--- config.mk ---
export PLATFORM = sky130hd
export DESIGN_NAME = shr_serial_loader_flat
export DESIGN_NICKNAME = d
export VERILOG_FILES = /design/src/rtl/shr_serial_loader_if.sv /design/src/rtl/shr_serial_loader.sv /design/src/flat_wrapper.sv
export SDC_FILE = /design/constraint.sdc
export NUM_CORES = 1
export LEC_CHECK = 0
export BUFFER_PORTS_ARGS = -buffer_cell sky130_fd_sc_hd__buf_2
export CAP_MARGIN = 15
export CORE_AREA = 2 2 265 267
export DETAILED_ROUTE_END_ITERATION = 10
export DIE_AREA = 0 0 267 269
export PLACE_DENSITY = 0.72
export SLEW_MARGIN = 30
export SYNTH_ARGS = -nofsm -noshare
export SYNTH_HDL_FRONTEND = slang
export SYNTH_SLANG_ARGS = --single-unit
--- constraint.sdc ---
create_clock -name clk_in -period 2.5 [get_ports clk_in]
set_input_delay 0.5 -clock clk_in [delete_from_list [all_inputs] [get_ports clk_in]]
set_output_delay 0.5 -clock clk_in [all_outputs]
set_load 0.01 [all_outputs]
--- src/rtl/shr_serial_loader_if.sv ---
`default_nettype none
// ============================================================================
// Module      : shr_serial_loader_if
// Description : Bundles the frame-request inputs and serial/status outputs of
//               shr_serial_loader.
//               slave  - the loader: sees trig/clr_mode/clr_2_one/data_reg,
//                        drives clk/din/syn/out_en/clk_out_en/busy/done/
//                        frames_sent.
//               master - the requester side (JTAG blocks / testbench).
// Revision    : 1.0 - initial multi-lane release
// ============================================================================
interface shr_serial_loader_if #(
    parameter int LANES      = 1,
    parameter int FRAME_BITS = 644
);
    logic                          trig;
    logic                          clr_mode;
    logic                          clr_2_one;
    logic [LANES*FRAME_BITS-1:0]   data_reg;
    logic                          clk;
    logic [LANES-1:0]              din;
    logic                          syn;
    logic                          out_en;
    logic                          clk_out_en;
    logic                          busy;
    logic                          done;
    logic [15:0]                   frames_sent;

    modport slave (
        input  trig, clr_mode, clr_2_one, data_reg,
        output clk, din, syn, out_en, clk_out_en, busy, done, frames_sent
    );

    modport master (
        output trig, clr_mode, clr_2_one, data_reg,
        input  clk, din, syn, out_en, clk_out_en, busy, done, frames_sent
    );
endinterface
`default_nettype wire

--- src/rtl/shr_serial_loader.sv ---
`default_nettype none
// ============================================================================
// Module      : shr_serial_loader
// Description : Multi-lane serial shift-register loader. A rising edge on the
//               asynchronous trig level launches one frame: the captured
//               pattern (data_reg or a constant clear pattern) is shifted out
//               on LANES din pins sharing one serial clock and one active-low
//               frame sync, with SYN_LEAD serial periods of sync guard before
//               and after the data bits.
// Ports       : clk_in, rst_n (async, active low) - block clock / reset
//               bus (slave) - trig, clr_mode, clr_2_one, data_reg in;
//                             clk, din, syn, out_en, clk_out_en, busy, done,
//                             frames_sent out (all registered)
// Revision    : 1.0 - initial multi-lane release
// ============================================================================
module shr_serial_loader #(
    parameter int FRAME_BITS = 644,
    parameter int LANES      = 1,
    parameter int DIV        = 4,
    parameter int SYN_LEAD   = 1,
    parameter int MSB_FIRST  = 1
) (
    input  wire logic            clk_in,
    input  wire logic            rst_n,
    shr_serial_loader_if.slave   bus
);
    localparam int CW   = (DIV > 1) ? $clog2(DIV) : 1;
    // Half-period counter covers both the guard phases and the data phase.
    localparam int HMAX = 2 * ((FRAME_BITS > SYN_LEAD) ? FRAME_BITS : SYN_LEAD);
    localparam int HW   = $clog2(HMAX);

    localparam logic [CW-1:0] C_CNT_LAST   = CW'(DIV - 1);
    localparam logic [HW-1:0] C_SHIFT_LAST = HW'(2 * FRAME_BITS - 1);
    localparam logic [HW-1:0] C_LEAD_LAST  = HW'((SYN_LEAD > 0) ? 2 * SYN_LEAD - 1 : 0);

    typedef enum logic [2:0] {
        S_IDLE  = 3'd0,
        S_PRE   = 3'd1,
        S_SHIFT = 3'd2,
        S_POST  = 3'd3,
        S_DONE  = 3'd4
    } state_t;

    state_t                              state_q, state_d;
    logic                                trig_s1_q, trig_s2_q, trig_prev_q;
    logic [CW-1:0]                       cnt_q, cnt_d;
    logic [HW-1:0]                       half_q, half_d;
    logic [LANES-1:0][FRAME_BITS-1:0]    pat_q, pat_d;
    logic                                clk_q, clk_d;
    logic [LANES-1:0]                    din_q, din_d;
    logic                                syn_q, syn_d;
    logic                                out_en_q, out_en_d;
    logic                                clk_out_en_q, clk_out_en_d;
    logic                                busy_q, busy_d;
    logic                                done_q, done_d;
    logic [15:0]                         frames_q, frames_d;

    logic trig_rise;
    logic tick;
    logic framing;

    assign trig_rise = trig_s2_q & ~trig_prev_q;
    assign tick      = (cnt_q == C_CNT_LAST);

    always_ff @(posedge clk_in or negedge rst_n) begin
        if (!rst_n) begin
            trig_s1_q    <= 1'b0;
            trig_s2_q    <= 1'b0;
            trig_prev_q  <= 1'b0;
            state_q      <= S_IDLE;
            cnt_q        <= '0;
            half_q       <= '0;
            pat_q        <= '0;
            clk_q        <= 1'b0;
            din_q        <= '0;
            syn_q        <= 1'b1;
            out_en_q     <= 1'b0;
            clk_out_en_q <= 1'b0;
            busy_q       <= 1'b0;
            done_q       <= 1'b0;
            frames_q     <= '0;
        end else begin
            trig_s1_q    <= bus.trig;
            trig_s2_q    <= trig_s1_q;
            // Edge register tracks the level in every state, so an edge seen
            // while busy is consumed rather than replayed later.
            trig_prev_q  <= trig_s2_q;
            state_q      <= state_d;
            cnt_q        <= cnt_d;
            half_q       <= half_d;
            pat_q        <= pat_d;
            clk_q        <= clk_d;
            din_q        <= din_d;
            syn_q        <= syn_d;
            out_en_q     <= out_en_d;
            clk_out_en_q <= clk_out_en_d;
            busy_q       <= busy_d;
            done_q       <= done_d;
            frames_q     <= frames_d;
        end
    end

    always_comb begin
        state_d = state_q;
        cnt_d   = cnt_q;
        half_d  = half_q;
        pat_d   = pat_q;

        case (state_q)
            S_IDLE: begin
                if (trig_rise) begin
                    for (int k = 0; k < LANES; k++) begin
                        pat_d[k] = bus.clr_mode ? {FRAME_BITS{bus.clr_2_one}}
                                                : bus.data_reg[k*FRAME_BITS +: FRAME_BITS];
                    end
                    state_d = (SYN_LEAD == 0) ? S_SHIFT : S_PRE;
                    cnt_d   = '0;
                    half_d  = '0;
                end
            end
            S_PRE, S_POST: begin
                cnt_d = tick ? '0 : cnt_q + CW'(1);
                if (tick) begin
                    if (half_q == C_LEAD_LAST) begin
                        half_d  = '0;
                        state_d = (state_q == S_PRE) ? S_SHIFT : S_DONE;
                    end else begin
                        half_d  = half_q + HW'(1);
                    end
                end
            end
            S_SHIFT: begin
                // Even half-periods are the low phase, odd the high phase.
                cnt_d = tick ? '0 : cnt_q + CW'(1);
                if (tick) begin
                    if (half_q == C_SHIFT_LAST) begin
                        half_d  = '0;
                        state_d = (SYN_LEAD == 0) ? S_DONE : S_POST;
                    end else begin
                        half_d = half_q + HW'(1);
                        // Advance the pattern only after a high phase so din
                        // changes at the start of the next low phase.
                        if (half_q[0]) begin
                            for (int k = 0; k < LANES; k++) begin
                                if (MSB_FIRST != 0)
                                    pat_d[k] = {pat_q[k][FRAME_BITS-2:0], 1'b0};
                                else
                                    pat_d[k] = {1'b0, pat_q[k][FRAME_BITS-1:1]};
                            end
                        end
                    end
                end
            end
            S_DONE: begin
                state_d = S_IDLE;
                cnt_d   = '0;
                half_d  = '0;
            end
            default: begin
                state_d = S_IDLE;
                cnt_d   = '0;
                half_d  = '0;
            end
        endcase
    end

    // Outputs are decoded from next-state values and registered, so they
    // change on the same edge as the state they describe.
    always_comb begin
        framing      = (state_d == S_PRE) || (state_d == S_SHIFT) || (state_d == S_POST);
        clk_d        = (state_d == S_SHIFT) && half_d[0];
        syn_d        = ~framing;
        out_en_d     = framing;
        clk_out_en_d = (state_d == S_SHIFT);
        busy_d       = (state_d != S_IDLE);
        done_d       = (state_d == S_DONE);
        frames_d     = frames_q + ((state_d == S_DONE) ? 16'd1 : 16'd0);
        din_d        = '0;
        for (int k = 0; k < LANES; k++) begin
            if (framing)
                din_d[k] = (MSB_FIRST != 0) ? pat_d[k][FRAME_BITS-1] : pat_d[k][0];
        end
    end

    assign bus.clk         = clk_q;
    assign bus.din         = din_q;
    assign bus.syn         = syn_q;
    assign bus.out_en      = out_en_q;
    assign bus.clk_out_en  = clk_out_en_q;
    assign bus.busy        = busy_q;
    assign bus.done        = done_q;
    assign bus.frames_sent = frames_q;

endmodule
`default_nettype wire

--- src/flat_wrapper.sv ---
// flat-port wrapper written by rule: the top's interface ports become plain ports
module shr_serial_loader_flat 
#(
    parameter int FRAME_BITS = 644,
    parameter int LANES      = 1,
    parameter int DIV        = 4,
    parameter int SYN_LEAD   = 1,
    parameter int MSB_FIRST  = 1
)
  (clk_in, rst_n, bus_trig, bus_clr_mode, bus_clr_2_one, bus_data_reg, bus_clk, bus_din, bus_syn, bus_out_en, bus_clk_out_en, bus_busy, bus_done, bus_frames_sent);
  shr_serial_loader_if #(.LANES(LANES), .FRAME_BITS(FRAME_BITS)) bus_i ();
  input  wire logic clk_in;
  input  wire logic rst_n;
  input wire logic [$bits(bus_i.trig)-1:0] bus_trig;
  input wire logic [$bits(bus_i.clr_mode)-1:0] bus_clr_mode;
  input wire logic [$bits(bus_i.clr_2_one)-1:0] bus_clr_2_one;
  input wire logic [$bits(bus_i.data_reg)-1:0] bus_data_reg;
  output wire logic [$bits(bus_i.clk)-1:0] bus_clk;
  output wire logic [$bits(bus_i.din)-1:0] bus_din;
  output wire logic [$bits(bus_i.syn)-1:0] bus_syn;
  output wire logic [$bits(bus_i.out_en)-1:0] bus_out_en;
  output wire logic [$bits(bus_i.clk_out_en)-1:0] bus_clk_out_en;
  output wire logic [$bits(bus_i.busy)-1:0] bus_busy;
  output wire logic [$bits(bus_i.done)-1:0] bus_done;
  output wire logic [$bits(bus_i.frames_sent)-1:0] bus_frames_sent;
  assign bus_i.trig = bus_trig;
  assign bus_i.clr_mode = bus_clr_mode;
  assign bus_i.clr_2_one = bus_clr_2_one;
  assign bus_i.data_reg = bus_data_reg;
  assign bus_clk = bus_i.clk;
  assign bus_din = bus_i.din;
  assign bus_syn = bus_i.syn;
  assign bus_out_en = bus_i.out_en;
  assign bus_clk_out_en = bus_i.clk_out_en;
  assign bus_busy = bus_i.busy;
  assign bus_done = bus_i.done;
  assign bus_frames_sent = bus_i.frames_sent;
  shr_serial_loader #(.FRAME_BITS(FRAME_BITS), .LANES(LANES), .DIV(DIV), .SYN_LEAD(SYN_LEAD), .MSB_FIRST(MSB_FIRST)) u_core (.clk_in(clk_in), .rst_n(rst_n), .bus(bus_i));
endmodule
==> results of run 1 <==
## kinds of logic (layout without fill, tap and decap cells)
group                    Yosys count  in the layout  synth area share (%)
AO/OA/AOI/OAI                   1323           1323                  30.7
AND/OR/NAND/NOR                  723            723                  9.09
flip-flops                       686            686                  53.3
buffers and inverters            369            933                  6.14
XOR/XNOR                          15             15                 0.408
adder cells (fa/ha/maj)            6              6                 0.233
multiplexers                       2              2                0.0622
other                              0              4                     0
## critical path, stage by stage, from the launching register on
cell,delay (ns)
dfrtp_1,0.45
nor4_4,0.32
and4_1,0.28
and3_1,0.26
ha_1,0.18
ha_1,0.17
and3_1,0.23
nand4_1,0.15
xnor2_1,0.16
## power by group
| part | internal, mW | switching, mW |
|---|---|---|
| clock network | 6.18 | 4.44 |
| logic | 4.98 | 3.27 |
| registers | 15.8 | 3.14 |
| total | 27.0 | 10.8 |
## routing by layer
metal | part of all wire [%] | global-route usage, % | vias up
li1 | - | - | 12900
met1 | 44 | 35.8 | 13800
met2 | 47 | 39.3 | 1232
met3 | 6.5 | 3.93 | 185
met4 | 3.3 | 9.00 | 4
met5 | 0.029 | 0 | -
## area by class of cell
| class | instances | area, um^2 | share of cell area (%) |
|---|---|---|---|
| sequential | 686 | 17200 | 44.3 |
| timing repair buffer | 797 | 4970 | 12.8 |
| clock buffer | 109 | 2070 | 5.35 |
| antenna | 4 | 10.0 | 0.0258 |
| tap | 940 | 1180 | 3.04 |
| multi-input combinational | 2069 | 13100 | 33.7 |
| inverter | 8 | 37.5 | 0.0969 |
| clock inverter | 19 | 236 | 0.610 |
## synthesized netlist by cell type, types with 2 or more instances
cell        n
nand2_1   654
and4_1      5
nor3_1      4
ha_1        6
nor2b_1     3
and3_1      6
nand4_1     7
mux2i_1     2
nor2_1     13
a21boi_0    2
xnor2_1     9
a221o_1   642
nand2b_1    5
o21ai_0    10
and2_1      2
buf_2      73
nor4_1      2
a21oi_1   656
xor2_1      6
o22ai_1     2
buf_8       2
inv_1       7
clkbuf_1  215
buf_4       5
dfrtp_1   685
nand3_1     5
buf_6      61
or3_1       6
buf_1       5
## flip-flops by register name, summed over array words and instances, names as in the netlist
signal / flops
u_core.pat_q: 644
u_core.bus.frames_sent: 16
u_core.half_q: 11
u_core.state_q: 3
u_core.cnt_q: 2
u_core.bus.busy: 1
u_core.bus.clk: 1
u_core.bus.clk_out_en: 1
u_core.bus.din: 1
u_core.bus.done: 1
u_core.bus.out_en: 1
u_core.bus.syn: 1
u_core.trig_prev_q: 1
u_core.trig_s1_q: 1
u_core.trig_s2_q: 1
## path summary, 6_finish.rpt
path,cells past startpoint,from,to
max,8,u_core.half_q[2],u_core.bus.frames_sent[10]
min,1,bus_trig,u_core.trig_s1_q
max reg2reg,8,u_core.half_q[2],u_core.bus.frames_sent[10]
min reg2reg,0,u_core.trig_s1_q,u_core.trig_s2_q
max in group asynchronous,3,rst_n,u_core.pat_q[16]
min in group asynchronous,2,rst_n,u_core.pat_q[462]
## stage by stage
step	setup slack, ns	instances	power, mW	cell area, um^2	hold slack (ns)
2_1_floorplan	0.376	3124	24.1	32200	0.204
3_3_place_gp	0.171	4498	26.8	36400	0.334
3_5_place_dp	0.0511	4498	27.1	36400	0.358
4_1_cts	0.0308	4627	37.9	38700	0.00333
5_1_grt	0.0385	4631	39.8	38700	0.00287
6_report	0.182	4632	37.8	38700	0.0386
## repair_timing
item / CTS / global route
endpoints found under the hold margin: 41 / 0
hold buffers: 1 / 0
setup endpoints to repair: 0 / 8
buffers inserted: 0 / 1
resized for setup: 0 / 3
==> summary.txt, run 1 <==
Drt
  • Initial DRC count: 3,221
  • Drt drc: 0
  • Vias per std cell: 6.07
  • First-pass DRT Iterations: 6
  • Total routed wirelength: 93,300 um
  • Via count: 28,100
  • Routed WL per cell: 20.1 um
  • Routed Antenna Nets: 0

Floorplanning
  • Die Y: 269 um
  • # IOs: 672
  • Rows: 97
  • Full die area: 0.0718 mm^2
  • Chip width: 267 um
  • Starting density of the core: 46.4%
  • Core ar.: 0.0693 mm^2

Worst setup path
  • Worst setup SP type: flip-flop
  • Crit end category: flip-flop
  • Worst R2R Setup Slack: 0.18 ns
  • Max FO, Critical Path: 7
  • Worst setup path category: reg2reg
  • Arr. time, crit path: 2.79 ns
  • Data required time of the critical path: 2.97 ns

Synthesis
  • Syn avg cell area: 10.3 um^2
  • Count of state elements after synthesis: 686
  • Post-synth ARST share: 100%
  • Yosys Warn Count: 0
  • Netlist Area Pre-Place: 0.0322 mm^2
  • Sequential fraction of the synthesis area: 53.3%
  • Post-synth EDFFs: 0
  • Post-synthesis net count: 3,779
  • Biggest area consumer among synthesized cells: dfrtp_1
  • Count of distinct cell types in the synthesized netlist: 53
  • Post-Syn Instances: 3,124
  • Synth top area cells: dfrtp_1, a221o_1, a21oi_1
  • Synth Flop Type: dfrtp_1
  • Synth top area share: 53.3%

Flow run
  • Max_cap viols: 0

Clock tree
  • CTS tree: done
  • Clock Sinks: 686
  • Clock Path Buffers: 3
  • Clock Root Buffer: clkbuf_16
  • H-tree Lvls: 3
  • Total CTS buffers: 73
  • Latest clock arrival within the worst-skew pair: 0.61 ns
  • Clock transition at the registers of the reported paths: 0.06 ns

Timing
  • Slew Limit Fails: 0
  • Setup violators final: 0
  • Setup Skew: 0.0244 ns
  • Worst Tran Pin Value: 0.615 ns
  • Final Critical Period: 2.32 ns
  • Hold Fails Final Rpt: 0
  • RSZ-0062 raised after global routing: false
  • TNS Setup: 0 ns
  • Achievable clock frequency: 431 MHz
  • Max_slew headroom: 58.8%
  • Tcrit/Tclk final: 92.7%

Cells and area
  • # fillers: 5,967
  • Leading cell type in the layout, fill and taps excluded: dfrtp_1
  • Area Growth Syn to Fin: 20.4%
  • Share of cells above drive strength 1: 24.7%
  • Finished Core Util: 55.9%
  • Commonest non-fill, non-tap cells in the layout: dfrtp_1, buf_2, a21oi_1
  • Total Nets Final: 4,290

Power and ir drop
  • Max VDD drop: 0.495 mV
  • Power Dens Cells: 976 mW/mm^2
  • Leakage: 18.2 nW

Placed design
  • Dpl hpwl: 63,500 um
  • RD Place Congestion: 0.897
  • PortBufs: 671

Global route
  • First-pass GRT wire length: 145,000 um
  • Vias in the first global route: 26,500
  • Aggregate global routing overflow: 0
  • Largest net degree at the start of global routing: 116
  • Total track usage: 25.2%
  • Initial antenna violation count: 5

Run status
  • Status: finished, final reports clean

Hold path
  • Type of the worst min-delay path: in2reg
No activity file was read; power rests on OpenSTA's default activity.
==> run 2, diff against run 1 <==
Settings changed: ABC_AREA set to 1, CORE_AREA 2 2 265 267 to 2 2 264 266, DIE_AREA 0 0 267 269 to 0 0 266 268, PLACE_DENSITY 0.72 to 0.75.
==> run 2 against run 1 <==
Compared with the run above: register-to-register slack got worse by 0.05 ns; flip-flop and latch count is the same; sequential power is 3% higher; combinational power is 19% higher; synthesized area rose by 5.2%; synthesized cell count up 25%; via count rose by 12%; maximum frequency shrank 2.0%; design area grew 5.6%; power grew 7.2%; hold slack better by 0.014 ns; wire length is 7.5% higher.
==> summary.txt, run 2 <==
Run status
  • Status: finished, final reports clean

Worst setup path
  • Worst setup path category: reg2reg
  • Crit end category: flip-flop
  • Data required time of the critical path: 3.02 ns (+0.05 ns)
  • Max FO, Critical Path: 3 (-4)
  • Arr. time, crit path: 2.88 ns (+0.09 ns)
  • Worst setup SP type: flip-flop

Synthesis
  • Netlist Area Pre-Place: 0.0338 mm^2 (+5.2%)
  • Post-synth ARST share: 100% (unchanged)
  • Post-synth top cells: dfrtp_1, nand2_1, nand3_1
  • Syn avg cell area: 8.69 um^2 (-16%)
  • Synth Flop Type: dfrtp_1
  • Sequential fraction of the synthesis area: 50.7% (-2.6 points)
  • Post-synth EDFFs: 0 (unchanged)
  • Count leader, synth: dfrtp_1
  • Post-Syn Instances: 3,892 (+25%)
  • Synth top area share: 50.7% (-2.6 points)
  • Biggest area consumer among synthesized cells: dfrtp_1
  • Yosys Warn Count: 0 (unchanged)
  • Post-synthesis net count: 4,547 (+20%)
  • Count of state elements after synthesis: 686 (unchanged)
  • Synth top area cells: dfrtp_1, o211ai_1, nand3_1
  • Count of distinct cell types in the synthesized netlist: 32 (-40%)

Cells and area
  • Leading cell type in the layout, fill and taps excluded: dfrtp_1
  • Max reg flops: 644 (unchanged)
  • Most flop-heavy register: u_core.pat_q
  • Total Nets Final: 5,040 (+17%)
  • Area Growth Syn to Fin: 20.9%
  • Share of cells above drive strength 1: 22.2% (-2.5 points)
  • Commonest non-fill, non-tap cells in the layout: dfrtp_1, nand2_1, buf_2
  • # fillers: 5,840 (-2.1%)
  • Finished Core Util: 60.0% (+4.1 points)
  • Design area: 0.0409 mm^2 (+5.6%)

Floorplanning
  • Chip width: 266 um (-0.37%)
  • # IOs: 672 (unchanged)
  • Starting density of the core: 49.6% (+3.2 points)
  • Core ar.: 0.0682 mm^2 (-1.6%)
  • Rows: 96 (-1.0%)
  • Full die area: 0.0713 mm^2 (-0.74%)
  • Die Y: 268 um (-0.37%)

Drt
  • Vias per std cell: 5.91 (-2.7%)
  • Wire length on met3: 6310 um (+4.2%)
  • Routed WL per cell: 18.8 um (-6.6%)
  • Initial DRC count: 3,237 (+0.50%)
  • Total routed wirelength: 100,000 um (+7.5%)
  • Drt drc: 0 (unchanged)
  • Routed Antenna Nets: 0 (unchanged)
  • Met2 WL post-DR: 46,400 um (+7.0%)
  • Highest Signal Layer: met5
  • WL met1: 43,300 um (+6.4%)
  • First-pass DRT Iterations: 6 (unchanged)
  • Via count: 31,500 (+12%)

Timing
  • RSZ-0062 raised after global routing: true
  • Hold slack final: 0.0526 ns (+0.0140 ns)
  • Achievable clock frequency: 423 MHz (-2.0%)
  • Max_slew headroom: 49.9% (-8.8 points)
  • Tcrit/Tclk final: 94.6% (+1.9 points)
  • Slew Limit Fails: 0 (unchanged)
  • Setup violators final: 0 (unchanged)
  • Final WS setup: 0.135 ns (-0.0475 ns)
  • Worst Tran Pin Value: 0.751 ns (+0.136 ns)
  • Setup Skew: 0.0304 ns (+0.00595 ns)
  • Final Critical Period: 2.37 ns (+0.0475 ns)
  • Hold Fails Final Rpt: 0 (unchanged)

Clock tree
  • CTS tree: done
  • Total CTS buffers: 74 (+1.4%)
  • Clock Root Buffer: clkbuf_16
  • Clock Sinks: 686 (unchanged)
  • Clock Path Buffers: 3 (unchanged)
  • Latest clock arrival within the worst-skew pair: 0.63 ns (+0.02 ns)
  • H-tree Lvls: 3 (unchanged)
  • Clock transition at the registers of the reported paths: 0.06 ns (about the same)

Placed design
  • Dpl cell area: 0.0384 mm^2 (+5.4%)
  • PortBufs: 671 (unchanged)
  • Dpl hpwl: 68,100 um (+7.3%)
  • RD Place Congestion: 0.907 (+1.1%)
  • Dpl ws: -0.0933 ns (-0.144 ns)

Global route
  • Vias in the first global route: 29,500 (+11%)
  • Largest net degree at the start of global routing: 141 (+22%)
  • Initial antenna violation count: 15 (+10)
  • Aggregate global routing overflow: 0 (unchanged)
  • Total track usage: 27.3% (+2.2 points)
  • First-pass GRT wire length: 156,000 um (+7.9%)

Power and ir drop
  • Clock network power share: 27.3% (-0.8 points)
  • Net switching power figure: 12.7 mW (+17%)
  • Power Dens Cells: 991 mW/mm^2 (+1.5%)
  • Max VDD drop: 0.575 mV (+16%)
  • P_int: 27.8 mW (+3.1%)
  • Leakage: 17.9 nW (-2.0%)
  • Combinational Power Share: 24.2% (+2.4 points)
  • Sw Share: 31.4% (+2.7 points)
  • Reg power frac: 48.4% (-1.7 points)

Hold path
  • Type of the worst min-delay path: in2reg

Flow run
  • Max_cap viols: 0 (unchanged)
==> run 2: worst paths after layout <==
path / start / to / slack, ns / depth (start not counted)
max: u_core.half_q[1] / u_core.bus.frames_sent[15] / 0.13 / 16
min: bus_trig / u_core.trig_s1_q / 0.05 / 1
max reg2reg: u_core.half_q[1] / u_core.bus.frames_sent[15] / 0.13 / 16
min reg2reg: u_core.trig_s1_q / u_core.trig_s2_q / 0.35 / 0
max in group asynchronous: rst_n / u_core.pat_q[100] / 1.23 / 3
min in group asynchronous: rst_n / u_core.pat_q[357] / 0.51 / 2
==> run 2: per-stage QoR <==
step	TNS, ns	power [mW]	std cells
3_5_place_dp	-0.244	29.4	5189
6_report	0	40.5	5331
2_1_floorplan	0	26.1	3892
3_3_place_gp	-0.0851	28.8	5189
5_1_grt	-0.162	43.2	5329
4_1_cts	0	40.7	5323
==> run 2: critical path, stage by stage, from the launching register on <==
cell     delay, ns
dfrtp_1       0.39
buf_4         0.14
ha_2          0.17
nand2_2       0.06
nor2_1        0.04
nand3_1       0.07
nor3_1        0.05
nor2_2        0.14
inv_2         0.07
nor2_4        0.13
buf_6         0.12
ha_4          0.12
nand4_1       0.13
nor2_2        0.21
buf_4         0.14
nand4_1       0.10
xnor2_1       0.21
==> run 2: layout make-up <==
type,instances,area (um^2),area share (%)
Timing Repair Buffer,845,5370,13.1
Clock buffer,108,2130,5.20
Sequential cell,686,17200,42.0
Antenna cell,7,17.5,0.0428
Inverter,43,191,0.468
Clock inverter,25,333,0.813
Tap cell,882,1100,2.70
Multi-Input combinational cell,2735,14600,35.7
==> run 2: metal layers <==
layer	vias up	track usage, %
met5	-	0
met2	1141	42.3
met3	239	4.30
met4	18	12.1
li1	15000	-
met1	15100	38.3
==> run 2: power by group through the flow <==
stage          clock network [mW]  registers [mW]  logic [mW]
3_3_place_gp                    0            19.5        9.36
5_1_grt                      11.7            20.2        11.2
2_1_floorplan                   0            18.8        7.27
6_report                     11.1            19.6        9.82
4_1_cts                      11.3            19.5        9.89
3_5_place_dp                    0            19.6        9.78
==> run 2: cells by family after synthesis <==
kind of cell / synth area share (%)
simple gates: 18.2
compound gates: 24.1
flops: 50.7
buf+inv: 6.27
xor+xnor: 0.440
fa+ha+maj: 0.222
==> run 2: repair_timing <==
action,CTS,global route
pin swaps,0,7
hold buffers,1,0
endpoints found under the hold margin,38,0
setup endpoints to repair,5,8
setup buffers,0,1
resized for setup,3,15
gates cloned,0,0
